--- src/rtl/arm7_mem_arbiter_if.sv ---
// Shared ARM7 memory port bundle: two requesting masters plus the memory side.
// The arbiter takes the slave view; the masters/memory model take the master view.
interface arm7_mem_arbiter_if #(
    parameter int AW = 32,
    parameter int DW = 32
);
    logic          nMREQ0;
    logic          nMREQ1;
    logic          nRW0;
    logic          nRW1;
    logic [1:0]    MAS0;
    logic [1:0]    MAS1;
    logic [AW-1:0] A0;
    logic [AW-1:0] A1;
    logic [DW-1:0] DOUT0;
    logic [DW-1:0] DOUT1;
    logic          LOCK0;
    logic          LOCK1;
    logic          nWAIT0;
    logic          nWAIT1;
    logic [DW-1:0] DIN;
    logic          nMREQ;
    logic          nRW;
    logic [1:0]    MAS;
    logic [AW-1:0] A;
    logic [DW-1:0] MDOUT;
    logic [DW-1:0] MDIN;
    logic          nWAIT;
    logic [1:0]    GNT;

    modport slave (
        input  nMREQ0, nMREQ1, nRW0, nRW1, MAS0, MAS1,
        input  A0, A1, DOUT0, DOUT1, LOCK0, LOCK1,
        output nWAIT0, nWAIT1, DIN,
        output nMREQ, nRW, MAS, A, MDOUT,
        input  MDIN, nWAIT,
        output GNT
    );

    modport master (
        output nMREQ0, nMREQ1, nRW0, nRW1, MAS0, MAS1,
        output A0, A1, DOUT0, DOUT1, LOCK0, LOCK1,
        input  nWAIT0, nWAIT1, DIN,
        input  nMREQ, nRW, MAS, A, MDOUT,
        output MDIN, nWAIT,
        input  GNT
    );
endinterface

--- src/rtl/arm7_mem_arbiter.sv ---
// Round-robin arbiter sharing one ARM7 memory port between two masters,
// with a per-grant burst limit and a lock that keeps swap sequences atomic.
module arm7_mem_arbiter #(
    parameter int BURST_MAX = 4
) (
    input  logic                sysclk,
    input  logic                RESET,
    arm7_mem_arbiter_if.slave   bus
);
    localparam int CW = $clog2(BURST_MAX + 1);
    localparam logic [CW:0]   LIMIT = (CW + 1)'(BURST_MAX);
    localparam logic [CW-1:0] CMAX  = CW'(BURST_MAX);

    typedef enum logic [1:0] {
        IDLE = 2'b00,
        G0   = 2'b01,
        G1   = 2'b10
    } state_t;

    state_t        r_state;
    state_t        w_next;
    state_t        w_other;
    logic          r_last;
    logic          w_last_nxt;
    logic [CW-1:0] r_cnt;
    logic [CW-1:0] w_cnt_nxt;
    logic [CW:0]   w_sum;
    logic          w_g0;
    logic          w_g1;
    logic          w_req0;
    logic          w_req1;
    logic          w_own_req;
    logic          w_oth_req;
    logic          w_own_lock;
    logic          w_cmp;
    logic          w_bnd;
    logic          w_limit;

    assign w_g0       = (r_state == G0);
    assign w_g1       = (r_state == G1);
    assign w_req0     = ~bus.nMREQ0;
    assign w_req1     = ~bus.nMREQ1;
    assign w_own_req  = (w_g0 & w_req0) | (w_g1 & w_req1);
    assign w_oth_req  = (w_g0 & w_req1) | (w_g1 & w_req0);
    assign w_own_lock = (w_g0 & bus.LOCK0) | (w_g1 & bus.LOCK1);
    assign w_cmp      = w_own_req & bus.nWAIT;
    assign w_bnd      = (w_g0 | w_g1) & (w_cmp | ~w_own_req);
    assign w_sum      = {1'b0, r_cnt} + {{CW{1'b0}}, w_cmp};
    assign w_limit    = (w_sum >= LIMIT);
    assign w_other    = w_g0 ? G1 : G0;

    // Next grant: hand off only at transfer boundaries, never mid-stall.
    always_comb begin
        w_next = r_state;
        unique case (r_state)
            IDLE: begin
                if (w_req0 && w_req1) begin
                    w_next = r_last ? G0 : G1;
                end else if (w_req0) begin
                    w_next = G0;
                end else if (w_req1) begin
                    w_next = G1;
                end
            end
            G0, G1: begin
                if (w_bnd) begin
                    if (w_own_lock && w_own_req) begin
                        w_next = r_state;
                    end else if (w_oth_req && (!w_own_req || w_limit)) begin
                        w_next = w_other;
                    end else if (w_own_req) begin
                        w_next = r_state;
                    end else begin
                        w_next = IDLE;
                    end
                end
            end
            default: w_next = IDLE;
        endcase
    end

    // Burst counter and round-robin history follow the grant decision.
    always_comb begin
        w_cnt_nxt  = r_cnt;
        w_last_nxt = r_last;
        if (w_next != r_state) begin
            w_cnt_nxt = '0;
            if (w_next == G0) begin
                w_last_nxt = 1'b0;
            end else if (w_next == G1) begin
                w_last_nxt = 1'b1;
            end
        end else if (w_cmp && (r_cnt < CMAX)) begin
            w_cnt_nxt = r_cnt + 1'b1;
        end
    end

    // State registers; reset abandons any in-flight transfer.
    always_ff @(posedge sysclk) begin
        if (RESET) begin
            r_state <= IDLE;
            r_last  <= 1'b1;
            r_cnt   <= '0;
        end else begin
            r_state <= w_next;
            r_last  <= w_last_nxt;
            r_cnt   <= w_cnt_nxt;
        end
    end

    // Memory-side mux and wait routing, driven from the registered grant.
    always_comb begin
        bus.nMREQ  = 1'b1;
        bus.nRW    = 1'b0;
        bus.MAS    = 2'b00;
        bus.A      = '0;
        bus.MDOUT  = '0;
        if (w_g0) begin
            bus.nMREQ = bus.nMREQ0;
            bus.nRW   = bus.nRW0;
            bus.MAS   = bus.MAS0;
            bus.A     = bus.A0;
            bus.MDOUT = bus.DOUT0;
        end else if (w_g1) begin
            bus.nMREQ = bus.nMREQ1;
            bus.nRW   = bus.nRW1;
            bus.MAS   = bus.MAS1;
            bus.A     = bus.A1;
            bus.MDOUT = bus.DOUT1;
        end
    end

    assign bus.nWAIT0 = w_g0 & bus.nWAIT;
    assign bus.nWAIT1 = w_g1 & bus.nWAIT;
    assign bus.DIN    = bus.MDIN;
    assign bus.GNT    = {w_g1, w_g0};

endmodule
--- src/flat_wrapper.sv ---
// flat-port wrapper written by rule: the top's interface ports become plain ports
module arm7_mem_arbiter_flat 
#(
    parameter int BURST_MAX = 4
)
  (sysclk, RESET, bus_nMREQ0, bus_nMREQ1, bus_nRW0, bus_nRW1, bus_MAS0, bus_MAS1, bus_A0, bus_A1, bus_DOUT0, bus_DOUT1, bus_LOCK0, bus_LOCK1, bus_nWAIT0, bus_nWAIT1, bus_DIN, bus_nMREQ, bus_nRW, bus_MAS, bus_A, bus_MDOUT, bus_MDIN, bus_nWAIT, bus_GNT);
  arm7_mem_arbiter_if bus_i ();
  input  logic sysclk;
  input  logic RESET;
  input wire logic [$bits(bus_i.nMREQ0)-1:0] bus_nMREQ0;
  input wire logic [$bits(bus_i.nMREQ1)-1:0] bus_nMREQ1;
  input wire logic [$bits(bus_i.nRW0)-1:0] bus_nRW0;
  input wire logic [$bits(bus_i.nRW1)-1:0] bus_nRW1;
  input wire logic [$bits(bus_i.MAS0)-1:0] bus_MAS0;
  input wire logic [$bits(bus_i.MAS1)-1:0] bus_MAS1;
  input wire logic [$bits(bus_i.A0)-1:0] bus_A0;
  input wire logic [$bits(bus_i.A1)-1:0] bus_A1;
  input wire logic [$bits(bus_i.DOUT0)-1:0] bus_DOUT0;
  input wire logic [$bits(bus_i.DOUT1)-1:0] bus_DOUT1;
  input wire logic [$bits(bus_i.LOCK0)-1:0] bus_LOCK0;
  input wire logic [$bits(bus_i.LOCK1)-1:0] bus_LOCK1;
  output wire logic [$bits(bus_i.nWAIT0)-1:0] bus_nWAIT0;
  output wire logic [$bits(bus_i.nWAIT1)-1:0] bus_nWAIT1;
  output wire logic [$bits(bus_i.DIN)-1:0] bus_DIN;
  output wire logic [$bits(bus_i.nMREQ)-1:0] bus_nMREQ;
  output wire logic [$bits(bus_i.nRW)-1:0] bus_nRW;
  output wire logic [$bits(bus_i.MAS)-1:0] bus_MAS;
  output wire logic [$bits(bus_i.A)-1:0] bus_A;
  output wire logic [$bits(bus_i.MDOUT)-1:0] bus_MDOUT;
  input wire logic [$bits(bus_i.MDIN)-1:0] bus_MDIN;
  input wire logic [$bits(bus_i.nWAIT)-1:0] bus_nWAIT;
  output wire logic [$bits(bus_i.GNT)-1:0] bus_GNT;
  assign bus_i.nMREQ0 = bus_nMREQ0;
  assign bus_i.nMREQ1 = bus_nMREQ1;
  assign bus_i.nRW0 = bus_nRW0;
  assign bus_i.nRW1 = bus_nRW1;
  assign bus_i.MAS0 = bus_MAS0;
  assign bus_i.MAS1 = bus_MAS1;
  assign bus_i.A0 = bus_A0;
  assign bus_i.A1 = bus_A1;
  assign bus_i.DOUT0 = bus_DOUT0;
  assign bus_i.DOUT1 = bus_DOUT1;
  assign bus_i.LOCK0 = bus_LOCK0;
  assign bus_i.LOCK1 = bus_LOCK1;
  assign bus_nWAIT0 = bus_i.nWAIT0;
  assign bus_nWAIT1 = bus_i.nWAIT1;
  assign bus_DIN = bus_i.DIN;
  assign bus_nMREQ = bus_i.nMREQ;
  assign bus_nRW = bus_i.nRW;
  assign bus_MAS = bus_i.MAS;
  assign bus_A = bus_i.A;
  assign bus_MDOUT = bus_i.MDOUT;
  assign bus_i.MDIN = bus_MDIN;
  assign bus_i.nWAIT = bus_nWAIT;
  assign bus_GNT = bus_i.GNT;
  arm7_mem_arbiter #(.BURST_MAX(BURST_MAX)) u_core (.sysclk(sysclk), .RESET(RESET), .bus(bus_i));
endmodule
--- config.mk ---
export PLATFORM = sky130hd
export DESIGN_NAME = arm7_mem_arbiter_flat
export DESIGN_NICKNAME = d
export VERILOG_FILES = /design/src/rtl/arm7_mem_arbiter_if.sv /design/src/rtl/arm7_mem_arbiter.sv /design/src/flat_wrapper.sv
export SDC_FILE = /design/constraint.sdc
export NUM_CORES = 1
export LEC_CHECK = 0
export ABC_AREA = 1
export CORE_AREA = 4 4 106 108
export CTS_BUF_LIST = sky130_fd_sc_hd__clkbuf_16
export DETAILED_ROUTE_END_ITERATION = 6
export DIE_AREA = 0 0 110 112
export PLACE_DENSITY = 0.74
export SLEW_MARGIN = 20
export SYNTH_ARGS = -nofsm -noshare
export SYNTH_HDL_FRONTEND = slang
export SYNTH_SLANG_ARGS = --single-unit
--- constraint.sdc ---
create_clock -name sysclk -period 3.45 [get_ports sysclk]
set_input_delay 0.69 -clock sysclk [delete_from_list [all_inputs] [get_ports sysclk]]
set_output_delay 0.69 -clock sysclk [all_outputs]
set_load 0.05 [all_outputs]
**Yosys cells after proc, flatten, opt, wreduce, memory -nomap -nowiden**

Index checks and enable logic that the tools add are counted.
W data, S select, Z words.

- Add/sub/neg operators: 2
- Order comparisons: 2
- Bitwise logic cells: 18
- Reduce and logical (&&, ||, !) cells: 11
- Mux-type cells: 22
- Equal/unequal tests: 5

Operator list:

| operator | count |
|---|---|
| $mux W32 | 4 |
| $mux W2 | 11 |
| $and A1 B1 Y1 | 10 |
| $mux W1 | 6 |
| $or A1 B1 Y1 | 5 |
| $add A3 B1 Y4 | 1 |
| $eq A2 B1 Y1 const B | 2 |
| $eq A2 B2 Y1 const B | 2 |
| $ge A4 B3 Y1 const B | 1 |
| $logic_and A1 B1 Y1 | 4 |
| $pmux W2 S2 | 1 |
| $reduce_or A2 Y1 | 2 |
| $add A3 B1 Y3 const B | 1 |
| $lt A3 B3 Y1 const B | 1 |
| $not A1 Y1 | 3 |
| $logic_not A2 Y1 | 1 |
| $ne A2 B2 Y1 | 1 |
| $reduce_and A2 Y1 | 1 |
| $reduce_bool A2 Y1 | 1 |
| $logic_not A1 Y1 | 1 |
| $logic_or A1 B1 Y1 | 1 |

- Register bits: 6
- Output and inout port bits: 104

**Depth between registers and ports, before layout**

- Depth in word-level cells: 15
- Depth in mapped cells: 20
- Depth with buffers taken out: 19

**Worst setup path after synthesis**

Ideal clock, no wire load.

- Path kind: reg2out
- Start point: register u_core.r_state[1]
- End point: output port bus_MDOUT[10]
- Data arrival time: 1888 ps
- Setup slack: 872 ps
- Cell stages (with the launch flop): 9
- Data required time: 2760 ps
- Cell sequence: dfxtp_1 inv_1 ha_1 buf_6 inv_2 clkbuf_1 buf_1 nand3_1 nand2_1

RTL lines:

| item | line | RTL |
|---|---|---|
| start, declared | arm7_mem_arbiter.sv:20 | `state_t r_state;` |
| start signal, assigned | arm7_mem_arbiter.sv:105 | `r_state <= w_next;` |
| $eq A2 B1 Y1 | arm7_mem_arbiter.sv:39 | `assign w_g0 = (r_state == G0);` |
| via u_core.w_g0 | arm7_mem_arbiter.sv:28 | `logic w_g0;` |
| $mux W32 | arm7_mem_arbiter.sv:118 | `if (w_g0) begin` |
| end, declared | flat_wrapper.sv:29 | `output wire logic [$bits(bus_i.MDOUT)-1:0] bus_MDOUT;` |

The timed path passes the listed nets, and every way through them passes these cells.

**Final worst setup path**

- Start point: register u_core.r_state[1]
- End point: output port bus_GNT[0]

- Cells in the longest elaborated chain, start to end: 1

RTL lines:

| item | line | RTL |
|---|---|---|
| $eq A2 B1 Y1 | arm7_mem_arbiter.sv:39 |  |
| end, declared | flat_wrapper.sv:32 | `output wire logic [$bits(bus_i.GNT)-1:0] bus_GNT;` |

Every way passes these cells.

==> metrics <==
area leader, netlist nand2_1; CTS Buffer Depth 2; number of port buffers 212; Worst path top cell family by delay buffers and inverters; cts hold-fix bufs 0; Iter 0 DRT Violations 186; Post-Synthesis Cells 345; #FFs+latches synth 6; clock root buffer clkbuf_16; die area 0.0123 sq mm; Fmax 336 MHz; CP Depth 4; Max Cap Violations 0; Synth Flop Type dfxtp_1; Non-Filler Instances 644; status finished clean; Ys Warns 0; crit start category flop; via count 2,741; total wire length 8990 um; share of layout cells above drive strength 1 18.7%; top post-synthesis cells by area nand2_1, nand3_1, buf_4; Post-synth EDFFs 0; Clk Latency, worst-skew pair 0.22 ns; Die X 110 um; Slew @ Worst Pin 0.552 ns; Crit path largest cell delay 0.89 ns; register area share after synthesis 6.77%; Setup WS pre-CTS 0.512 ns; Worst Hold Path Cells 2; first-pass GRT wire length 13,300 um; count leader, synth nand2_1; Post-CTS Setup Inserts 0; Initial Utilization 17.3%; power per cell area 450 mW/mm^2; synth unique cells 23; share of flip-flops with an asynchronous set or reset 0%; via/cell ratio 4.26; Leak Pwr 2.07 nW; Final Hold Viols 0; placed cell count 641; H-tree depth 1; hold slack 0.493 ns; Layout Nets 689; Clock Skew 0.00200 ns; crit-path cells inv_1 > ha_2 > buf_4 > clkdlybuf4s50_1; Reg2Reg Depth 20; syn_nets 524; final setup margin 0.473 ns; fin. max-slew vios 0; post-CTS sizing 0; Hold Crit Class flop to flop; Layout area overhead 154%; Post-Syn Area 0.00177 sq mm; area of the core 0.0102 sq mm; top cell type's share of synthesized area 33.9%; worst-path fanout max 41; gr ovfl total 0; largest net degree at the start of global routing 42; Slowest-stage cell, CP clkdlybuf4s50_1; GRT Util Overall 13.3%; HPWL Detailed 7690 um; Final ANT Viol Nets 0; Reg clk slew, reported paths 0.03 ns; Die H 112 um; Final setup viols 0; DRC Markers 0; first drt pass iteration count 4; clock sinks 6; Relative slew margins 63.1%; total CTS buffers 3; # IOs 277; Critical Path RT 2.76 ns; buffer and inverter count on the worst path 3; RSZ-0062 raised after global routing false; min Tclk post-route 2.98 ns; vias in the first global route 2,742; Critical Path AT 2.29 ns; synthesized area per cell 5.14 sq um; worst vdd ir 0.190 mV; initial antenna violation count 0; critical path class flop to output pin; Post-synth top cells nand2_1, nand3_1, buf_4; TNS Setup 0 ns; GPL Wtd Cong 0.790; ANT cells 0; final critical-path share of the clock period 86.3%; row count 37; Critical Path End Type output pin; post-DR wirelength/cell 14.0 um; CTS tree done
## cell type report
cell class / instances / area, sq um
well taps: 136 / 170
fillers: 981 / 5720
clock buffers: 3 / 75.1
inverters: 16 / 60.1
flip-flops and latches: 6 / 120
repair buffers: 217 / 2840
multi-input cells: 266 / 1240
## placed cells by master (no fill, tap or decap), drive strengths merged
cell	n
nand2	169
buf	72
clkdlybuf4s50	145
mux2i	1
clkbuf	3
a21oi	1
o21ai	2
nor2	5
nand4	1
xor2	1
o21a	1
ha	6
o211ai	1
inv	16
dfxtp	6
nand3	78
## registers in the layout, summed over array words and instances, names as in the netlist
name and flops:
u_core.r_state 2, u_core.r_last 1, u_core.r_cnt 3
## routing by layer
metal  routed length [um]  up-vias  GRT usage (%)
met3                 1280       24           5.62
met2                 4520      155           25.3
met4                  182        0           3.24
li1                     -     1379              -
met1                 3010     1183           13.0
met5                    0        -              0
## logic make-up (layout without fill, tap and decap cells)
logic type | Yosys count | after routing | synth area share [%]
XOR/XNOR | 1 | 1 | 0.494
AO/OA/AOI/OAI | 5 | 5 | 2.12
flip-flops | 6 | 6 | 6.78
AND/OR/NAND/NOR | 253 | 253 | 62.3
buffers and inverters | 73 | 236 | 23.5
adder cells (fa/ha/maj) | 6 | 6 | 4.23
multiplexers | 1 | 1 | 0.565
## worst reg2reg max path: stages, from the launching register on
cell and delay (ns):
dfxtp_1 0.44, inv_1 0.12, ha_2 0.24, buf_4 0.24
nand2_1 0.11, nand3_1 0.08, nand2_1 0.08, inv_2 0.05
nor2_4 0.09, nand2_1 0.06, nand2_1 0.05, nand2_1 0.05
nand2_1 0.05, nand2_1 0.08, nand2_2 0.09, inv_1 0.05
ha_1 0.28, inv_1 0.07, nand2_1 0.05, nand2_1 0.05
nand3_1 0.05
## through the flow
step                      area [sq um]  total power (W)  util, %
after floorplan                   1770          0.00107        -
after global placement            4430          0.00183     43.3
after detailed placement          4430          0.00186     43.3
after CTS                         4510          0.00205     44.1
after global routing              4510          0.00213     44.1
final                             4510          0.00203     44.1
## worst paths after layout
kind,startpoint,end,slack [ns]
max reg2reg,u_core.r_state[0]$_SDFF_PP0_,u_core.r_last$_SDFFE_PP1P_,0.97
min,u_core.r_last$_SDFFE_PP1P_,u_core.r_last$_SDFFE_PP1P_,0.49
max,u_core.r_state[1]$_SDFF_PP0_,bus_GNT[0],0.47
min reg2reg,u_core.r_last$_SDFFE_PP1P_,u_core.r_last$_SDFFE_PP1P_,0.49
## power by group
part	switching [W]	total, W	internal (W)
combinational	0.000966	0.00175	0.000786
sequential	0.0000121	0.0000922	0.0000801
clock	0.0000365	0.000185	0.000149
total	0.00101	0.00203	0.00101
Power figures use the tool's default switching activity.
